**src/rtl/switch_conditioner.sv**
```systemverilog
// Board slide-switch conditioner: per-bit synchroniser and debounce feeding the CPU's
// switches port, with a registered per-bit change mask and an OR-reduced change strobe.
module switch_conditioner_bit #(
  parameter int       SYNC_STAGES     = 2,
  parameter int       DEBOUNCE_CYCLES = 16,
  parameter int       CW              = 5,
  parameter logic     RST_BIT         = 1'b0
) (
  input  logic boardCLK,
  input  logic reset,
  input  logic sampleTick,
  input  logic rawBit,
  output logic cleanBit,
  output logic changeBit
);
  localparam logic [CW-1:0] LAST = CW'(DEBOUNCE_CYCLES - 1);

  logic [SYNC_STAGES-1:0] sync_q, sync_d;
  logic [CW-1:0]          cnt_q, cnt_d;
  logic                   clean_q, clean_d;
  logic                   chg_q, chg_d;
  logic                   syncBit;

  assign syncBit = sync_q[SYNC_STAGES-1];
  assign sync_d  = {sync_q[SYNC_STAGES-2:0], rawBit};

  // A return to the clean level discards any partial count; the counter never passes LAST.
  always_comb begin
    clean_d = clean_q;
    cnt_d   = cnt_q;
    chg_d   = 1'b0;
    if (syncBit == clean_q) begin
      cnt_d = '0;
    end else if (sampleTick) begin
      if (cnt_q == LAST) begin
        clean_d = syncBit;
        cnt_d   = '0;
        chg_d   = 1'b1;
      end else begin
        cnt_d = cnt_q + 1'b1;
      end
    end
  end

  always_ff @(posedge boardCLK or negedge reset) begin
    if (!reset) begin
      sync_q  <= {SYNC_STAGES{RST_BIT}};
      cnt_q   <= '0;
      clean_q <= RST_BIT;
      chg_q   <= 1'b0;
    end else begin
      sync_q  <= sync_d;
      cnt_q   <= cnt_d;
      clean_q <= clean_d;
      chg_q   <= chg_d;
    end
  end

  assign cleanBit  = clean_q;
  assign changeBit = chg_q;
endmodule

module switch_conditioner #(
  parameter int               WIDTH           = 8,
  parameter int               SYNC_STAGES     = 2,
  parameter int               DEBOUNCE_CYCLES = 16,
  parameter logic [WIDTH-1:0] RESET_VALUE     = {WIDTH{1'b0}}
) (
  input  logic             boardCLK,
  input  logic             reset,
  input  logic             sampleTick,
  input  logic [WIDTH-1:0] switchesRaw,
  output logic [WIDTH-1:0] switchesClean,
  output logic [WIDTH-1:0] changeMask,
  output logic             switchesChanged
);
  localparam int CW = $clog2(DEBOUNCE_CYCLES + 1);

  for (genvar i = 0; i < WIDTH; i++) begin : g_bit
    switch_conditioner_bit #(
      .SYNC_STAGES    (SYNC_STAGES),
      .DEBOUNCE_CYCLES(DEBOUNCE_CYCLES),
      .CW             (CW),
      .RST_BIT        (RESET_VALUE[i])
    ) u_bit (
      .boardCLK  (boardCLK),
      .reset     (reset),
      .sampleTick(sampleTick),
      .rawBit    (switchesRaw[i]),
      .cleanBit  (switchesClean[i]),
      .changeBit (changeMask[i])
    );
  end

  assign switchesChanged = |changeMask;
endmodule

```
**config.mk**
```make
export PLATFORM = sky130hd
export DESIGN_NAME = switch_conditioner
export DESIGN_NICKNAME = d
export VERILOG_FILES = /design/src/rtl/switch_conditioner.sv
export SDC_FILE = /design/constraint.sdc
export NUM_CORES = 1
export LEC_CHECK = 0
export ABC_CLOCK_PERIOD_IN_PS = 1600
export CELL_PAD_IN_SITES_DETAIL_PLACEMENT = 1
export CELL_PAD_IN_SITES_GLOBAL_PLACEMENT = 2
export CORE_ASPECT_RATIO = 0.75
export CORE_MARGIN = 2
export CORE_UTILIZATION = 38
export DETAILED_ROUTE_END_ITERATION = 8
export GPL_TIMING_DRIVEN = 0
export PLACE_DENSITY = 0.76
export REMOVE_ABC_BUFFERS = 1
export SKIP_CTS_REPAIR_TIMING = 1
export SLEW_MARGIN = 20
export SYNTH_ARGS = -nofsm -noshare
export SYNTH_HDL_FRONTEND = slang
export SYNTH_HIERARCHICAL = 1
export SYNTH_SLANG_ARGS = --single-unit
```
**constraint.sdc**
```tcl
create_clock -name boardCLK -period 1.6 [get_ports boardCLK]
set_clock_uncertainty 0.2 [all_clocks]
set_input_delay 0.32 -clock boardCLK [delete_from_list [all_inputs] [get_ports boardCLK]]
set_output_delay 0.32 -clock boardCLK [all_outputs]
set_load 0.02 [all_outputs]
```
Yosys cells after proc, flatten, opt, wreduce, memory -nomap -nowiden
Index checks and enable logic that the tools add are counted.
{"block": "word_totals", "regBits": 72, "input_bits": 11, "output_inout_bits": 17, "elab_cells": 129}
{"block": "op_classes", "n_addsub": 8, "eq_ne": 16, "muxes": 48, "n_bitwise": 8, "n_reduce_logical": 17}
{"operator": "$mux W5", "n": 24}
{"operator": "$add A5 B1 Y5 const B", "n": 8}
{"operator": "$eq A5 B4 Y1 const B", "n": 8}
{"operator": "$mux W1", "n": 24}
{"operator": "$reduce_and A3 Y1", "n": 8}
{"operator": "$reduce_bool A2 Y1", "n": 8}
{"operator": "$eq A1 B1 Y1", "n": 8}
{"operator": "$not A1 Y1", "n": 8}
{"operator": "$reduce_or A8 Y1", "n": 1}

Logic depth before layout (Yosys ltp)
Gate-level depths: netlist (run 1).
{"block": "logic_depth", "depth_word": 4, "mapped_depth": 4, "mapped_depth_nobuf": 4}

Cells and area by module
The synthesis (run 1) kept the hierarchy.
{"mod": "switch_conditioner_bit", "n_inst": 8, "cells_each": 31, "area_each_um2": 375.4, "seq_area_each_um2": 225.2}
{"mod": "switch_conditioner", "n_inst": 1, "cells_each": 3, "area_each_um2": 16.3, "seq_area_each_um2": 0.0}

Worst setup path before layout (run 1)
Ideal clock, no wire load.
{"block": "synth_timing", "kind": "reg-to-reg", "start": "register g_bit[0].u_bit.cnt_q[0]", "end": "register g_bit[0].u_bit.clean_q", "setup_ns": 0.127, "arrival_time_ns": 1.097, "t_required_ns": 1.273, "path_slack_ns": 0.175, "stages_incl_launch_ff": 5, "path_buffers": 0, "synth_period_minus_slack_ns": 1.425, "cell_sequence": "dfrtp_1 > ha_1 > nand4_2 > nor2_2 > mux2_1"}
{"block": "synth_via", "elab_chain_cells": 2}
{"element": "start, declared", "line": "19", "text": "logic [CW-1:0] cnt_q, cnt_d;"}
{"element": "start signal, assigned", "line": "53", "text": "cnt_q <= cnt_d;"}
{"element": "$eq A5 B4 Y1", "line": "35", "text": "if (cnt_q == LAST) begin"}
{"element": "$reduce_and A3 Y1 (no line)"}
{"element": "end signal, assigned", "line": "54", "text": "clean_q <= clean_d;"}
{"element": "end, declared", "line": "20", "text": "logic clean_q, clean_d;"}
No other way between the ends.
A chain may end at the register's enable or synchronous reset.

Final worst setup path (run 1)
{"block": "layout_timing", "start": "register g_bit[4].u_bit.chg_q", "end": "output switchesChanged"}
{"block": "layout_via", "elab_chain_cells": 1}
{"element": "start, declared", "line": "21", "text": "logic chg_q, chg_d;"}
{"element": "start signal, assigned", "line": "55", "text": "chg_q <= chg_d;"}
{"element": "$reduce_or A8 Y1", "line": "95", "text": "assign switchesChanged = |changeMask;"}
{"element": "end, declared", "line": "75", "text": "output logic switchesChanged"}
No other way between the ends.

==> results of run 1 <==
## cell usage after synthesis
master / n / area share
a311oi_1: 8 / 0.023
nand2_1: 25 / 0.031
xnor2_1: 8 / 0.023
nand3b_1: 8 / 0.020
nor4_1: 2 / 0.0041
ha_1: 8 / 0.033
xor2_1: 8 / 0.023
a21oi_1: 16 / 0.027
dfrtp_1: 72 / 0.60
nand3_1: 16 / 0.027
nor3_1: 8 / 0.013
nand4b_1: 8 / 0.023
nand2b_1: 16 / 0.033
nand4_2: 8 / 0.033
mux2_1: 8 / 0.030
nor2_2: 8 / 0.017
a41oi_1: 8 / 0.023
nor2_1: 16 / 0.020
## through the flow
stage          hold WS [ns]  cell area, µm²   util  cells  worst slack, ns
2_1_floorplan        -0.176            3020      -    251            0.175
3_3_place_gp          0.132            3420  0.438    383            -2.61
3_5_place_dp         0.0601            3460  0.443    385           -0.606
4_1_cts              -0.308            3670  0.470    401            -1.01
5_1_grt               0.163            3850  0.493    411           -0.395
6_report              0.149            3850  0.493    411           -0.345
## worst min-delay path by stage
stage,to,from
2_1_floorplan,g_bit[0].u_bit/changeBit$_DFF_PN0_,reset
3_3_place_gp,g_bit[6].u_bit/sync_q[1]$_DFF_PN0_,g_bit[6].u_bit/sync_q[0]$_DFF_PN0_
3_5_place_dp,g_bit[2].u_bit/cnt_q[3]$_DFFE_PN0P_,reset
4_1_cts,g_bit[2].u_bit/cnt_q[3]$_DFFE_PN0P_,reset
5_1_grt,g_bit[5].u_bit/sync_q[1]$_DFF_PN0_,g_bit[5].u_bit/sync_q[0]$_DFF_PN0_
6_report,g_bit[5].u_bit/sync_q[1]$_DFF_PN0_,g_bit[5].u_bit/sync_q[0]$_DFF_PN0_
## registers in the layout (all words and copies together) (netlist names)
register               count
g_bit.u_bit/sync_q        16
g_bit.u_bit/cnt_q         40
g_bit.u_bit/cleanBit       8
g_bit.u_bit/changeBit      8
## cell type report
cell class / instances / area, µm² / area share
Multi-Input combinational cell: 179 / 1280 / 0.331
Tap cell: 105 / 131 / 0.0341
Clock buffer: 13 / 149 / 0.0387
Timing Repair Buffer: 39 / 425 / 0.110
Sequential cell: 72 / 1800 / 0.468
Clock inverter: 3 / 65.1 / 0.0169
## power by group through the flow
| stage | Clock, mW | Sequential [mW] | Combinational (mW) |
|---|---|---|---|
| detailed placement | 0 | 1.95 | 0.198 |
| CTS | 1.61 | 1.92 | 0.199 |
| finish | 1.55 | 1.92 | 0.229 |
| floorplan | 0 | 1.94 | 0.0835 |
| global placement | 0 | 1.95 | 0.183 |
| global route | 1.69 | 1.92 | 0.262 |
## cell usage in the layout (no fill, tap or decap), types with 2 or more instances in the layout
master	count
a21oi_1	16
a311oi_1	8
a41oi_1	8
buf_4	10
bufinv_16	2
clkbuf_1	3
clkbuf_8	10
clkdlybuf4s50_1	8
dfrtp_1	71
dlymetal6s2s_1	16
ha_1	2
ha_2	4
ha_4	2
mux2_1	8
nand2_1	25
nand2b_1	16
nand3_1	16
nand3b_1	8
nand4_2	7
nand4b_1	8
nor2_1	16
nor2_2	8
nor3_1	8
xnor2_1	8
xor2_1	8
## layer usage
layer | wire [µm] | track usage | vias up
li1 | - | - | 1017
met4 | 31 | 0.0351 | 0
met1 | 3090 | 0.218 | 1067
met3 | 247 | 0.0634 | 2
met2 | 2760 | 0.238 | 36
met5 | 0 | 0 | -
## logic make-up after synthesis
logic type,share of synthesized area
simple gates,0.221
flops,0.597
compound gates,0.0729
xor+xnor,0.0464
mux,0.0298
fa+ha+maj,0.0332
==> metrics, run 1 <==
leakage 2.00 nW; reg2reg setup slack 0.06 ns; RSZ-0062 raised after global routing yes; full die area 8680 µm²; root buffer cell clkbuf_8; clock period minus worst slack 1.94 ns; gpl congestion 0.776; switching share of power 0.217; CTS tree yes; peak supply drop 0.000454 V; Combinational Power Share 0.062; antenna cells 0; Final setup viols 1; RR Startpoint g_bit[7].u_bit/cnt_q[0]$_DFFE_PN0P_; routed vias 2122; YS warnings 6; dpl hpwl 3.90 mm; Die H 81.2 µm; clk sink count 72; synth unique cells 18; vias in the first global route 2198; CP Data Required Time 1.08 ns; Core Box Area 7810 µm²; Cell Pwr Density 960 nW/µm²; PnR Total Power 3.70 mW; #FFs+latches synth 72; P_int 2.90 mW; crit start category flip-flop; Hold Crit Depth 0; post-route ant nets 0; R2R depth 4; first-pass GRT wire length 10.6 mm; Routed wire per std cell 14.9 µm; Net Switching 0.802 mW; Worst Path Arrival 1.42 ns; Synth Area per Inst 12.0 µm²; worst-path cell chain nor4_4 > nand2_1 > buf_2; number of I/O port buffers 27; CTS buffer count 9; H-Tree Depth 3; clock network fraction of design power 0.419; crit path from g_bit[4].u_bit/changeBit$_DFF_PN0_; DRC 0; Mapped Area 3020 µm²; crit path to switchesChanged; CTS clk-pin slew, worst paths 0.07 ns; worst setup path category flip-flop to output port; WP depth 3; Layout Nets 320; initial antenna violation count 0; final worst setup slack -0.345 ns; post-synthesis instance total 251; sequential power share 0.518; DRT iter0 DRCs 39; Overall Global Routing Usage 0.159; Syn-to-layout area delta 27.5%; Crit path max-delay family simple AND/OR/NAND/NOR gates; CTS Buffer Depth 2; Row Count 28; worst path bufs/invs 1; Worst Setup End Kind output port; fin. max-slew vios 0; Tightest Hold Check Type flip-flop to flip-flop; status finished, violations left; Max-Cap Viols 0; Final period util 1.22; Relative slew margins 0.597; FILL cells 813; setup tns final -0.345 ns; worst-skew pair later-pin latency 0.33 ns; FMAX 514 MHz; FF-to-FF End g_bit[7].u_bit/cleanBit$_DFFE_PN0P_; Overflow after GRT 0; Initial Util 0.386; Pre-Repair DR Iteration Count 6; layout cells sized above 1 0.167; worst-path fanout max 2; slowest stage cell, crit path dfrtp_1; chip width 107 µm; register area share after synthesis 0.597; Hold Vio Cnt, Final 0; CP peak stage delay 0.42 ns; violations in the final reports setup timing; Detailed Route WL 6.14 mm; largest net degree at the start of global routing 48; Vias per Instance 5.16; Ports 28; worst slew pin tran 0.599 ns
Power figures use the tool's default switching activity.
==> run 2: changes to the inputs <==
--- a/config.mk
+++ b/config.mk
@@ -13,6 +13,7 @@
 export CORE_UTILIZATION = 38
 export DETAILED_ROUTE_END_ITERATION = 8
 export GPL_TIMING_DRIVEN = 0
+export MAX_ROUTING_LAYER = met4
 export PLACE_DENSITY = 0.76
 export REMOVE_ABC_BUFFERS = 1
 export SKIP_CTS_REPAIR_TIMING = 1
==> run 2 against run 1 <==
Effect of this change: the flow still finishes with violations (setup timing); sequential share of layout area unchanged; count of clock-buffer cells in the layout unchanged; critical path depth unchanged; final area unchanged; sequential power about the same; via count about the same; cell count unchanged; die area unchanged; clock power about the same; non-clock buffer count unchanged; register-to-register slack about the same; critical endpoint unchanged; largest cell class unchanged.
==> metrics, run 2 (synthesized netlist as in run 1, its figures left out) <==
status finished, violations left; violations in the final reports setup timing; dpl hpwl 3.90 mm; Worst Setup End Kind output port; worst setup path category flip-flop to output port; Tightest Hold Check Type flip-flop to flip-flop; most flop-heavy register g_bit.u_bit/cnt_q; Syn-to-layout area delta 27.5%; Vias per Instance 5.16; chip width 107 µm; Overflow after GRT 0; register area 1800 µm²; Detailed Route WL 6.14 mm; first-pass GRT wire length 10.6 mm; Post-Layout Cell Count 411; CTS Buffer Depth 2; peak supply drop 0.000454 V; most common library cell in the layout ignoring fill and taps dfrtp_1; CP peak stage delay 0.42 ns; Relative slew margins 0.597; gpl congestion 0.786; number of I/O port buffers 27; post-place setup slack -0.606 ns; Cells after DPL 385; Final setup viols 1; DRT iter0 DRCs 49; CTS tree yes; initial antenna violation count 0; setup tns final -0.346 ns; H-Tree Depth 3; full die area 8680 µm²; antenna cells 0; Die H 81.2 µm; Cell Pwr Density 961 nW/µm²; largest net degree at the start of global routing 48; Ports 28; worst-skew pair later-pin latency 0.33 ns; Placement Cell Area 3460 µm²; leakage 2.00 nW; Worst Path Arrival 1.43 ns; Pre-Repair DR Iteration Count 6; Final period util 1.22; Overall Global Routing Usage 0.163; Row Count 28; clock period minus worst slack 1.95 ns; most frequent cells in the layout 71 x dfrtp_1, 25 x nand2_1; vias in the first global route 2202; FILL cells 813; layout cells sized above 1 0.167; CP Data Required Time 1.08 ns; crit path from g_bit[4].u_bit/changeBit$_DFF_PN0_; Multi-input gate area 1280 µm²; fin. max-slew vios 0; max FFs per register 40; CTS clk-pin slew, worst paths 0.07 ns; HP Start g_bit[5].u_bit/sync_q[0]$_DFF_PN0_; crit start category flip-flop; worst-path fanout max 2; slowest stage cell, crit path dfrtp_1; root buffer cell clkbuf_8; post-route design area 3850 µm²; FMAX 514 MHz; Layout Nets 320; DRC 0; RR Startpoint g_bit[7].u_bit/cnt_q[0]$_DFFE_PN0P_; PnR Total Power 3.70 mW; worst-path cell chain nor4_4 > nand2_1 > buf_2; RSZ-0062 raised after global routing yes; Max-Cap Viols 0; Core Box Area 7810 µm²; routed vias 2121; Initial Util 0.386; CTS buffer count 9; clk sink count 72; Hold Vio Cnt, Final 0; Largest regs g_bit.u_bit/cnt_q: 40 flops, g_bit.u_bit/sync_q: 16 flops; worst slew pin tran 0.599 ns; final worst setup slack -0.346 ns; post-route ant nets 0; Routed wire per std cell 14.9 µm
[run 2: cell counts in the layout (fill, tap and decap cells not counted)]
Identical to the previous run, type by type.
[run 2: cell type report]
cell class | instances | area share
flip-flops and latches | 72 | 0.468
multi-input cells | 179 | 0.331
repair buffers | 39 | 0.110
clock buffers | 13 | 0.0387
well taps | 105 | 0.0341
clock inverters | 3 | 0.0169
[run 2: path summary, 6_finish.rpt]
check / endpoint / cells after the start / slack [ns]
hold reg to reg: g_bit[5].u_bit/sync_q[1]$_DFF_PN0_ / 0 / 0.15
max in group asynchronous: g_bit[3].u_bit/cnt_q[0]$_DFFE_PN0P_ / 3 / 0.40
setup reg to reg: g_bit[7].u_bit/cleanBit$_DFFE_PN0P_ / 4 / 0.06
min in group asynchronous: g_bit[2].u_bit/cnt_q[3]$_DFFE_PN0P_ / 2 / 0.24
setup / recovery: switchesChanged / 3 / -0.35
hold / removal: g_bit[5].u_bit/sync_q[1]$_DFF_PN0_ / 0 / 0.15
[run 2: critical path, delay by kind of cell, from the launching register on]
| family | cells | cell delay (ns) |
|---|---|---|
| buf+inv | 1 | 0.17 |
| flops | 1 | 0.42 |
| simple gates | 2 | 0.51 |
[run 2: per-layer routing]
metal / up-vias / track usage / part of all wire
met1: 1065 / 0.219 / 0.51
met2: 34 / 0.238 / 0.45
li1: 1018 / - / -
met4: 0 / 0.0351 / 0.0065
met5: - / - / 0
met3: 4 / 0.0618 / 0.039
[run 2: stage by stage]
| step | hold slack, ns | util |
|---|---|---|
| 3_5_place_dp | 0.0601 | 0.443 |
| 2_1_floorplan | -0.176 | - |
| 6_report | 0.149 | 0.493 |
| 3_3_place_gp | 0.132 | 0.438 |
| 5_1_grt | 0.163 | 0.493 |
| 4_1_cts | -0.308 | 0.470 |
[run 2: report_power, final]
part / internal, mW / switching, mW
Sequential: 1.87 / 0.0478
Clock: 0.921 / 0.632
Combinational: 0.105 / 0.124
==> run 3: changes to the inputs <==
--- a/config.mk
+++ b/config.mk
@@ -10,11 +10,12 @@
 export CELL_PAD_IN_SITES_GLOBAL_PLACEMENT = 2
 export CORE_ASPECT_RATIO = 0.75
 export CORE_MARGIN = 2
-export CORE_UTILIZATION = 38
+export CORE_UTILIZATION = 40
+export CTS_BUF_LIST = sky130_fd_sc_hd__clkbuf_8
 export DETAILED_ROUTE_END_ITERATION = 8
 export GPL_TIMING_DRIVEN = 0
 export MAX_ROUTING_LAYER = met4
-export PLACE_DENSITY = 0.76
+export PLACE_DENSITY = 0.79
 export REMOVE_ABC_BUFFERS = 1
 export SKIP_CTS_REPAIR_TIMING = 1
 export SLEW_MARGIN = 20
==> constraint.sdc (replaced) <==
create_clock -name boardCLK -period 1.6 [get_ports boardCLK]
set_clock_uncertainty 0.2 [all_clocks]
set_input_delay 0.32 -clock boardCLK [delete_from_list [all_inputs] [get_ports boardCLK]]
set_output_delay 0.32 -clock boardCLK [all_outputs]
set_load 0.005 [all_outputs]
==> run 3 against run 2 <==
Effect of this change: the run still ends with setup timing left; total power grew 0.39%; flip-flop and latch count stayed put; register-to-register slack about the same; clock power barely moved; maximum frequency is 8.3% higher; non-clock buffer count rose by 7; final area is 1.5% higher; core utilization is 4.0 points higher; hold slack hardly changed; critical endpoint unchanged; largest cell class unchanged; highest routed layer unchanged.
==> metrics, run 3 (synthesized netlist as in run 1, its figures left out) <==
full die area 8270 µm²; layout cells sized above 1 0.199; Die H 79.2 µm; Relative slew margins 0.617; worst setup path category flip-flop to output port; Overflow after GRT 0; Overall Global Routing Usage 0.158; worst slew pin tran 0.571 ns; root buffer cell clkbuf_8; Row Count 27; largest net degree at the start of global routing 47; Detailed Route WL 6.26 mm; post-route ant nets 0; first-pass GRT wire length 10.0 mm; CTS Buffer Depth 2; CP Data Required Time 1.08 ns; FILL cells 774; peak supply drop 0.000528 V; chip width 104 µm; Ports 28; antenna cells 0; CTS buffer count 9; Routed wire per std cell 15.1 µm; Final setup viols 2; Max-Cap Viols 0; Final Core Density 0.533; DRT iter0 DRCs 52; Core Box Area 7330 µm²; Layout Nets 327; crit start category flip-flop; hold_ws 0.149 ns; Syn-to-layout area delta 29.4%; most flop-heavy register g_bit.u_bit/cnt_q; FMAX 557 MHz; setup tns final -0.339 ns; clk sink count 72; max FFs per register 40; DRC 0; leakage 2.03 nW; final worst setup slack -0.197 ns; clock period minus worst slack 1.80 ns; dpl hpwl 3.96 mm; worst-skew pair later-pin latency 0.33 ns; Cell Pwr Density 951 nW/µm²; worst-path fanout max 2; Largest regs g_bit.u_bit/cnt_q: 40 flops, g_bit.u_bit/sync_q: 16 flops; Worst Setup End Kind output port; Final period util 1.12; routed vias 2148; Worst Path Arrival 1.28 ns; number of I/O port buffers 27; most common library cell in the layout ignoring fill and taps dfrtp_1; Vias per Instance 5.20; initial antenna violation count 0; fin. max-slew vios 0; H-Tree Depth 3; Pre-Repair DR Iteration Count 4; vias in the first global route 2064; RSZ-0062 raised after global routing yes; most frequent cells in the layout 72 x dfrtp_1, 25 x nand2_1, 17 x buf_4; Tightest Hold Check Type flip-flop to flip-flop; post-place setup slack -0.350 ns; gpl congestion 0.730; CTS tree yes; CTS clk-pin slew, worst paths 0.07 ns; Initial Util 0.412; Hold Vio Cnt, Final 0; status finished, violations left; violations in the final reports setup timing
[run 3: cell count changes in the layout (fill, tap and decap cells not counted), sizes merged]
cell           change
buf                +6
clkbuf             -1
clkdlybuf4s50      +1
dlymetal6s2s       -1
inv                +1
[run 3: path summary, 6_finish.rpt]
path	startpoint	endpoint	slack, ns	depth (start not counted)
worst max register to register	g_bit[2].u_bit/cnt_q[1]$_DFFE_PN0P_	g_bit[2].u_bit/cleanBit$_DFFE_PN0P_	0.05	4
min in group asynchronous	reset	g_bit[3].u_bit/cnt_q[1]$_DFFE_PN0P_	0.27	2
worst max-delay path	g_bit[2].u_bit/changeBit$_DFF_PN0_	switchesChanged	-0.20	3
max in group asynchronous	reset	g_bit[5].u_bit/changeBit$_DFF_PN0_	0.37	3
worst min-delay path	g_bit[1].u_bit/sync_q[0]$_DFF_PN0_	g_bit[1].u_bit/sync_q[1]$_DFF_PN0_	0.15	0
worst min register to register	g_bit[1].u_bit/sync_q[0]$_DFF_PN0_	g_bit[1].u_bit/sync_q[1]$_DFF_PN0_	0.15	0
[run 3: per-layer routing]
metal,GRT usage,vias up,share of wire
li1,-,1022,-
met1,0.205,1084,0.48
met2,0.241,40,0.48
met3,0.0583,2,0.044
met4,0.0284,0,0.0014
met5,-,-,0
[run 3: per-stage QoR]
stage,cells,power (mW),cell area [µm²]
after floorplan,251,2.02,3020
after global placement,379,2.13,3420
after detailed placement,381,2.15,3450
after CTS,396,3.73,3670
after global routing,413,3.89,3910
final,413,3.71,3910
[run 3: report_power, final]
part | internal, mW | total (mW) | switching [mW]
logic | 0.106 | 0.232 | 0.126
clock network | 0.947 | 1.57 | 0.619
registers | 1.87 | 1.92 | 0.0468
total | 2.92 | 3.71 | 0.792
[run 3: critical path: stages, from the launching register on]
cell and delay [ns]:
dfrtp_1 0.41, nor4_4 0.33, nand2_1 0.09, clkbuf_2 0.12
[run 3: final cells by class]
class / instances / area [µm²] / area share
Sequential cell: 72 / 1800 / 0.461
Clock inverter: 4 / 68.8 / 0.0176
Timing Repair Buffer: 46 / 468 / 0.120
Tap cell: 101 / 126 / 0.0323
Clock buffer: 11 / 151 / 0.0387
Multi-Input combinational cell: 179 / 1290 / 0.330
